## src/rtl/gold_nic_pkg.sv

```systemverilog
// Shared NoC package: NIC register map, header bit positions and packet type.
package gold_noc_pkg;

  localparam logic [1:0] ADDR_IN_BUF   = 2'b00;
  localparam logic [1:0] ADDR_IN_STAT  = 2'b01;
  localparam logic [1:0] ADDR_OUT_BUF  = 2'b10;
  localparam logic [1:0] ADDR_OUT_STAT = 2'b11;

  localparam int HDR_VC     = 31;
  localparam int HDR_DIR    = 30;
  localparam int HDR_HOP_HI = 25;
  localparam int HDR_HOP_LO = 18;

  typedef logic [63:0] pkt_t;

endpackage

```

## src/rtl/gold_nic_if.sv

```systemverilog
// NIC bus bundle: processor register port plus router PE-port handshakes.
// slave is the NIC's view; master is the processor/router side.
interface gold_nic_if #(parameter int DATA_W = 64);
  logic [1:0]        addr;
  logic [DATA_W-1:0] d_in;
  logic [DATA_W-1:0] d_out;
  logic              nicEn;
  logic              nicWrEn;
  logic              net_si;
  logic              net_ri;
  logic [DATA_W-1:0] net_di;
  logic              net_so;
  logic              net_ro;
  logic [DATA_W-1:0] net_do;
  logic              net_polarity;

  modport slave (
    input  addr, d_in, nicEn, nicWrEn, net_si, net_di, net_ro, net_polarity,
    output d_out, net_ri, net_so, net_do
  );

  modport master (
    output addr, d_in, nicEn, nicWrEn, net_si, net_di, net_ro, net_polarity,
    input  d_out, net_ri, net_so, net_do
  );
endinterface

```

## src/rtl/gold_nic_slot.sv

```systemverilog
// One-entry packet buffer with full flag; load wins over clear if both strobe.
module nic_slot #(parameter int W = 64) (
  input  logic         clk,
  input  logic         reset,
  input  logic         load,
  input  logic         clr,
  input  logic [W-1:0] d,
  output logic         full,
  output logic [W-1:0] q
);
  always_ff @(posedge clk or negedge reset) begin
    if (!reset) begin
      full <= 1'b0;
      q    <= '0;
    end else if (load) begin
      full <= 1'b1;
      q    <= d;
    end else if (clr) begin
      full <= 1'b0;
    end
  end
endmodule

```

## src/rtl/gold_nic.sv

```systemverilog
// Ring-NoC processor NIC: one inbound and one outbound slot, phase-gated injection.
// Optional NIC_STATS_EN adds tx/rx transfer counters and an extended in-status word.
module gold_nic
  import gold_noc_pkg::*;
#(
  parameter int DATA_W = 64,
  parameter int VC_BIT = HDR_VC,
  parameter int CNT_W  = 16
) (
  input  logic             clk,
  input  logic             reset,
`ifdef NIC_STATS_EN
  output logic [CNT_W-1:0] tx_count,
  output logic [CNT_W-1:0] rx_count,
`endif
  gold_nic_if.slave        bus
);
  logic              in_full, out_full;
  logic [DATA_W-1:0] in_buf, out_buf;
  logic              rd, wr, in_load, in_clr, out_load, out_clr;

  assign rd = bus.nicEn & ~bus.nicWrEn;
  assign wr = bus.nicEn &  bus.nicWrEn;

  assign in_load  = bus.net_si & ~in_full;
  assign in_clr   = rd & (bus.addr == ADDR_IN_BUF) & in_full;
  assign out_load = wr & (bus.addr == ADDR_OUT_BUF) & ~out_full;
  assign out_clr  = bus.net_so & bus.net_ro;

  nic_slot #(.W(DATA_W)) u_in (
    .clk(clk), .reset(reset), .load(in_load), .clr(in_clr),
    .d(bus.net_di), .full(in_full), .q(in_buf)
  );

  nic_slot #(.W(DATA_W)) u_out (
    .clk(clk), .reset(reset), .load(out_load), .clr(out_clr),
    .d(bus.d_in), .full(out_full), .q(out_buf)
  );

  assign bus.net_ri = ~in_full;
  assign bus.net_do = out_buf;
  // Inject only in the ring phase matching the packet's virtual channel.
  assign bus.net_so = out_full & (bus.net_polarity == out_buf[VC_BIT]);

`ifdef NIC_STATS_EN
  always_ff @(posedge clk or negedge reset) begin
    if (!reset) begin
      tx_count <= '0;
      rx_count <= '0;
    end else begin
      if (out_clr) tx_count <= tx_count + 1'b1;
      if (in_load) rx_count <= rx_count + 1'b1;
    end
  end
`endif

  always_comb begin
    bus.d_out = '0;
    if (rd) begin
      case (bus.addr)
        ADDR_IN_BUF:  bus.d_out = in_buf;
`ifdef NIC_STATS_EN
        ADDR_IN_STAT: bus.d_out = {rx_count, {(DATA_W-CNT_W-1){1'b0}}, in_full};
`else
        ADDR_IN_STAT: bus.d_out = {{(DATA_W-1){1'b0}}, in_full};
`endif
        ADDR_OUT_BUF: bus.d_out = out_buf;
        default:      bus.d_out = {{(DATA_W-1){1'b0}}, out_full};
      endcase
    end
  end
endmodule
```

## src/flat_wrapper.sv

```systemverilog
// flat-port wrapper written by rule: the top's interface ports become plain ports
module gold_nic_flat import gold_noc_pkg::*;
#(
  parameter int DATA_W = 64,
  parameter int VC_BIT = HDR_VC,
  parameter int CNT_W  = 16
)
  (clk, reset, bus_addr, bus_d_in, bus_nicEn, bus_nicWrEn, bus_net_si, bus_net_di, bus_net_ro, bus_net_polarity, bus_d_out, bus_net_ri, bus_net_so, bus_net_do);
  gold_nic_if #(.DATA_W(DATA_W)) bus_i ();
  input  logic clk;
  input  logic reset;
  input wire logic [$bits(bus_i.addr)-1:0] bus_addr;
  input wire logic [$bits(bus_i.d_in)-1:0] bus_d_in;
  input wire logic [$bits(bus_i.nicEn)-1:0] bus_nicEn;
  input wire logic [$bits(bus_i.nicWrEn)-1:0] bus_nicWrEn;
  input wire logic [$bits(bus_i.net_si)-1:0] bus_net_si;
  input wire logic [$bits(bus_i.net_di)-1:0] bus_net_di;
  input wire logic [$bits(bus_i.net_ro)-1:0] bus_net_ro;
  input wire logic [$bits(bus_i.net_polarity)-1:0] bus_net_polarity;
  output wire logic [$bits(bus_i.d_out)-1:0] bus_d_out;
  output wire logic [$bits(bus_i.net_ri)-1:0] bus_net_ri;
  output wire logic [$bits(bus_i.net_so)-1:0] bus_net_so;
  output wire logic [$bits(bus_i.net_do)-1:0] bus_net_do;
  assign bus_i.addr = bus_addr;
  assign bus_i.d_in = bus_d_in;
  assign bus_i.nicEn = bus_nicEn;
  assign bus_i.nicWrEn = bus_nicWrEn;
  assign bus_i.net_si = bus_net_si;
  assign bus_i.net_di = bus_net_di;
  assign bus_i.net_ro = bus_net_ro;
  assign bus_i.net_polarity = bus_net_polarity;
  assign bus_d_out = bus_i.d_out;
  assign bus_net_ri = bus_i.net_ri;
  assign bus_net_so = bus_i.net_so;
  assign bus_net_do = bus_i.net_do;
  gold_nic #(.DATA_W(DATA_W), .VC_BIT(VC_BIT), .CNT_W(CNT_W)) u_core (.clk(clk), .reset(reset), .bus(bus_i));
endmodule
```

## config.mk

```make
export PLATFORM = sky130hd
export DESIGN_NAME = gold_nic_flat
export DESIGN_NICKNAME = d
export VERILOG_FILES = /design/src/rtl/gold_nic_pkg.sv /design/src/rtl/gold_nic_if.sv /design/src/rtl/gold_nic_slot.sv /design/src/rtl/gold_nic.sv /design/src/flat_wrapper.sv
export SDC_FILE = /design/constraint.sdc
export NUM_CORES = 1
export LEC_CHECK = 0
export ABC_AREA = 1
export ABC_CLOCK_PERIOD_IN_PS = 1200
export CAP_MARGIN = 5
export CELL_PAD_IN_SITES_DETAIL_PLACEMENT = 1
export CELL_PAD_IN_SITES_GLOBAL_PLACEMENT = 1
export CORE_AREA = 5 5 158 160
export CTS_CLUSTER_SIZE = 12
export DETAILED_ROUTE_END_ITERATION = 10
export DIE_AREA = 0 0 163 165
export GPL_TIMING_DRIVEN = 0
export PLACE_DENSITY_LB_ADDON = 0.1
export SYNTH_ARGS = -nofsm -noshare
export SYNTH_HDL_FRONTEND = slang
export SYNTH_HIERARCHICAL = 1
export SYNTH_SLANG_ARGS = --single-unit
```

## constraint.sdc

```tcl
create_clock -name clk -period 1.2 [get_ports clk]
set_input_delay 0.12 -clock clk [delete_from_list [all_inputs] [get_ports clk]]
set_output_delay 0.12 -clock clk [all_outputs]
set_load 0.01 [all_outputs]
```

Word level (Yosys, flattened, before mapping)
Cells that the tools add are included. W data, S select, Z words.

Eq/ne operators: 3. Multiplexer cells: 6. Bitwise gates (word level): 12. Reduce and logical (&&, ||, !) cells: 3.

Operators with widths (count): $pmux W64 S3 (1); $mux W64 (1); $and A1 B1 Y1 (9); $mux W1 (4); $reduce_bool A2 Y1 (2); $not A1 Y1 (3); $eq A2 B1 Y1 const B (1); $eq A2 B2 Y1 const B (1); $logic_not A2 Y1 (1); $eq A1 B1 Y1 (1).

Register bits: 130. Output and inout port bits: 130. Input port bits: 137. Logic and storage cells: 28.

Logic depth before layout (Yosys ltp)
Depth after elaboration: 6. Mapped depth: 8. Depth with buffers taken out: 7.

Modules after synthesis
Netlist, hierarchy kept.

Modules (own cells, without submodules): nic_slot (sequential area each 1626.6 µm², instances 2, cells an instance 275, area each 2514.9 µm²); gold_nic (sequential area each 0.0 µm², instances 1, cells an instance 245, area each 1141.1 µm²).

Least setup slack after synthesis
Ideal clock, no wire load.

Path type: register -> register. From: register u_core.u_out.full. To: register u_core.u_out.q[10]. Slack: -0.044 ns. Buffers on the path: 2. Clock period less this slack: 1.244 ns. Setup time: 0.065 ns. Cell stages (with the launch flop): 8. Arrival: 1.179 ns. Required time: 1.135 ns. Cells stage by stage: dfrtp_1 -> inv_1 -> nand3_1 -> nor3_1 -> buf_4 -> clkbuf_8 -> nand2_1 -> nand2_1.

Word-level cells in the longest chain between the ends: 2.

Ends and longest elaborated chain: start: declaration (RTL line gold_nic_slot.sv:8) `output logic full,`; start signal: assignment (RTL line gold_nic_slot.sv:13) `full <= 1'b0;`; start signal: assignment (RTL line gold_nic_slot.sv:16) `full <= 1'b1;`; start signal: assignment (RTL line gold_nic_slot.sv:19) `full <= 1'b0;`; $not A1 Y1 (RTL line gold_nic.sv:27) `assign out_load = wr & (bus.addr == ADDR_OUT_BUF) & ~out_full;`; $and A1 B1 Y1 (RTL line gold_nic.sv:27); net u_core.out_load (RTL line gold_nic.sv:20) `logic rd, wr, in_load, in_clr, out_load, out_clr;`; end signal: assignment (RTL line gold_nic_slot.sv:14) `q <= '0;`; end signal: assignment (RTL line gold_nic_slot.sv:17) `q <= d;`; end: declaration (RTL line gold_nic_slot.sv:9) `output logic [W-1:0] q`.

The timed path passes the listed nets, and every way through them passes these cells. A chain may end at the register's enable or synchronous reset.

Worst setup path in the final report
From: register u_core.u_out.q[0]. To: output bus_d_out[0].

Word-level cells in the longest chain between the ends: 2.

Ends and longest elaborated chain: $pmux W64 S3 (RTL line gold_nic.sv:60) `case (bus.addr)`; $mux W64 (RTL line gold_nic.sv:59) `if (rd) begin`; end: declaration (RTL line flat_wrapper.sv:20) `output wire logic [$bits(bus_i.d_out)-1:0] bus_d_out;`.

Every way passes these cells.

==> impl_summary.md <==
CTS
The H-tree was split into 4 levels. The total CTS buffers is 17. The clock net in this run drives a total of between 100 and 150 sinks. The tree is rooted in a sky130_fd_sc_hd__clkbuf_16. The clock tree from TritonCTS is done. The clock passes through at most 2 buffers.

The latest clock arrival within the worst-skew pair is 420 ps. The clock-pin slew on the worst setup and hold paths is 60 ps.

Die
The die is roughly 170 um tall. 267 I/O pins were placed. Measured along the x axis, the die boundary spans 163 um. The effective utilization at floorplan is 26.5%. The row count is 56. The die covers ~0.027 mm2.

The placeable core area is about 0.023 mm2.

Drt
The mean routed wirelength per cell is roughly 19 um. The final wirelength is 28.9 mm. The number of remaining DRC errors is 0. The amount of wire on met2 after detailed routing is about 15 mm. In this run the top signal layer used is met5. For this block, the initial DRC count from the detailed router was between 200 and 300.

Wire segments on met3 add up to around 1.5 mm in the final route. The via-per-instance ratio is ~4.5. The total number of vias is about 6900. The first detailed-routing pass ran for 5 iterations.

The number of nets still failing antenna checks after routing is 0. The detailed router put a total of between 10 and 15 mm of wire on met1.

Timing
The number of setup violations in the final report is 204. The worst hold slack is roughly 230 ps. The tightest slew margin relative to the limit is around two thirds. The max-slew violation total from the final report is 0. The share of the clock period used by the worst path is 119%. Derived from the worst setup path, the maximum achievable clock frequency is roughly 700 MHz. Setup repair after global routing could not meet its margin everywhere. The final worst slack is -226 ps. The shortest clock period the worst path allows after layout is 1430 ps. Across the routed clock network, the largest skew measured is 11.0 ps. The pin slew with the least headroom to its limit is 517 ps. The count of endpoints failing hold in the final timing report is 0.

Cells and area
The fill cell total of the finished layout is roughly 2700. The net count reported at finish is about 1300. In the final layout, the share of cells above drive strength 1 is around 48%. Relative to the synthesized area, the layout overhead comes to 93.3%.

The final standard cell utilization of the core is 51.3%. The finished cells cover approximately 0.012 mm2.

GRT
The largest net degree at the start of global routing is 71. The initial antenna violation count is 2. Global routing used between 20 and 25% of the available tracks.

The first global-routing pass estimated about 42 mm of wire. The via count of the first global-routing pass is between 7000 and 8000. After global routing the overflow that remains totals 0.

Critical path
By startpoint and endpoint, the worst setup path is classified as reg2out. In this run the worst path has a maximum fanout of 3. STA classifies the critical path startpoint as a flip-flop. STA puts the critical path data arrival time at 1310 ps. The data required time at the worst endpoint is between 1000 and 1500 ps. The endpoint type of the worst setup path is a primary output.

Outcome
The final reports fail on negative setup slack. The flow ran to the end, but the final reports show violations.

Placed design
During placement, the flow inserted port buffers numbering 266. The global placer's final weighted congestion is 0.747. The HPWL after detailed placement is between 15 and 20 mm. Before CTS, the worst setup slack after placement is -1050 ps. Once placement finished, the instance area stood at slightly above 0.009 mm2.

Yosys
Ranked by total cell area, the synthesized netlist is headed by sky130_fd_sc_hd__dfrtp_1 (53%), sky130_fd_sc_hd__nand2_1 (28%), sky130_fd_sc_hd__nand3_1 (5.3%). Synthesis produced a netlist with a net count of approximately 930. The share of the synthesized area in the top cell type is a little over half. After synthesis the netlist holds a flip-flop and latch count of 130. After synthesis the cells add up to roughly 0.006 mm2.

The synthesized netlist cell count is ~800. For this run, the number of Yosys warnings is 6. Summing the sequential cell areas from Yosys gives between 50% and 60% of the chip area. A synthesized cell averages slightly below 8 um2. The number of distinct standard cells referenced by the synthesized netlist is 14. The most area-hungry cell type in the Yosys netlist is sky130_fd_sc_hd__dfrtp_1.

Power
In this run the power density over the cells is about 2000 mW/mm2. The design draws ~0.024 W. The leakage power figure is around 5.9 nW.

IR analysis of the VDD net gives a maximum drop of 0.715 mV.

Flow run
The count of maximum capacitance violations is 0.

Min path
The tightest min-delay check is of the in2async type.
[worst max-delay path: stages (launching register included)]
cell                      delay (ps)
sky130_fd_sc_hd__dfrtp_1         380
sky130_fd_sc_hd__inv_1            60
sky130_fd_sc_hd__nand2_1          70
sky130_fd_sc_hd__nand2_1          50
sky130_fd_sc_hd__a21oi_1         150
sky130_fd_sc_hd__buf_4           170
[kinds of logic (layout without fill, tap and decap cells)]
kind of cell    count (synthesis)  count (layout)  share of synthesized area [%]
other cells                     0               1                              0
flops                         130             130                           52.7
buf+inv                        68             484                           8.31
compound gates                 64              64                           5.19
simple gates                  533             533                           33.8
[placed cells by master (no fill, tap or decap), types with 3 or more instances in the layout]
cell type                         count
sky130_fd_sc_hd__a21oi_1             26
sky130_fd_sc_hd__a21oi_2             38
sky130_fd_sc_hd__buf_12              15
sky130_fd_sc_hd__buf_16              10
sky130_fd_sc_hd__buf_2               90
sky130_fd_sc_hd__buf_4               80
sky130_fd_sc_hd__buf_6               58
sky130_fd_sc_hd__buf_8               16
sky130_fd_sc_hd__clkbuf_16           27
sky130_fd_sc_hd__clkbuf_2            17
sky130_fd_sc_hd__clkbuf_8            11
sky130_fd_sc_hd__clkdlybuf4s15_2      3
sky130_fd_sc_hd__clkdlybuf4s50_1    131
sky130_fd_sc_hd__clkinv_2             3
sky130_fd_sc_hd__clkinvlp_4           3
sky130_fd_sc_hd__dfrtp_1            128
sky130_fd_sc_hd__inv_1                6
sky130_fd_sc_hd__inv_2                5
sky130_fd_sc_hd__nand2_1            292
sky130_fd_sc_hd__nand2_2            136
sky130_fd_sc_hd__nand2_4             32
sky130_fd_sc_hd__nand3_1             38
sky130_fd_sc_hd__nand3_2             27
sky130_fd_sc_hd__nor2_4               3
[layer usage]
layer | vias to the layer above | global-route usage [%]
li1 | 3308 | -
met1 | 3349 | 25.6
met2 | 175 | 34.4
met3 | 33 | 5.02
met4 | 2 | 6.29
met5 | - | 0
[final cells by class]
class	instances	area (um2)	share of cell area (%)
Timing Repair inverter	1	7.51	0.0629
Clock buffer	21	470	3.94
Sequential cell	130	3260	27.3
Timing Repair Buffer	387	3600	30.2
Antenna cell	1	2.50	0.0210
Buffer	52	716	6.00
Multi-Input combinational cell	597	3300	27.7
Tap cell	319	399	3.35
Inverter	14	65.1	0.545
Clock inverter	9	108	0.902
[worst paths after layout]
check,startpoint,endpoint,slack (ps),cells past startpoint
min in group clk,bus_net_di[62],u_core/u_in/q[62],240,3
max reg2reg,u_core/u_out/full,u_core/u_out/q[25],-210,8
min reg2reg,u_core/u_in/q[62],u_core/u_in/q[62],470,2
max,u_core/u_out/q[0],bus_d_out[0],-230,5
min,reset,u_core/u_out/q[4],230,2
max in group asynchronous,reset,u_core/u_in/q[34],180,3
[cell usage after synthesis, drive strengths merged]
master	count
nand3	65
nor3	2
dfrtp	130
nor2	6
inv	14
buf	44
nand2	460
clkbuf	10
a21oi	64
[sequential cells by signal (all words and copies together) (netlist names)]
register           count
u_core/u_in/full       1
u_core/u_in/q         64
u_core/u_out/full      1
u_core/u_out/q        64
[what timing repair did]
item,in CTS,in global routing
cloned,25,4
endpoints found under the hold margin,60,0
buffers inserted,47,53
gates resized for setup,721,242
setup endpoints to repair,256,284
hold buffers,1,0
pin swaps,135,62
[power by group]
part / total, W / internal, W / switching (W)
sequential: 0.00789 / 0.00640 / 0.00149
clock: 0.00524 / 0.00320 / 0.00204
combinational: 0.0106 / 0.00578 / 0.00483
[stage by stage]
step / TNS (ps) / std cells
6_report: -20590 / 1531
5_1_grt: -31260 / 1531
4_1_cts: -23730 / 1482
3_5_place_dp: -125970 / 1381
3_3_place_gp: -878410 / 1380
2_1_floorplan: 0 / 795
Power figures use the tool's default switching activity.
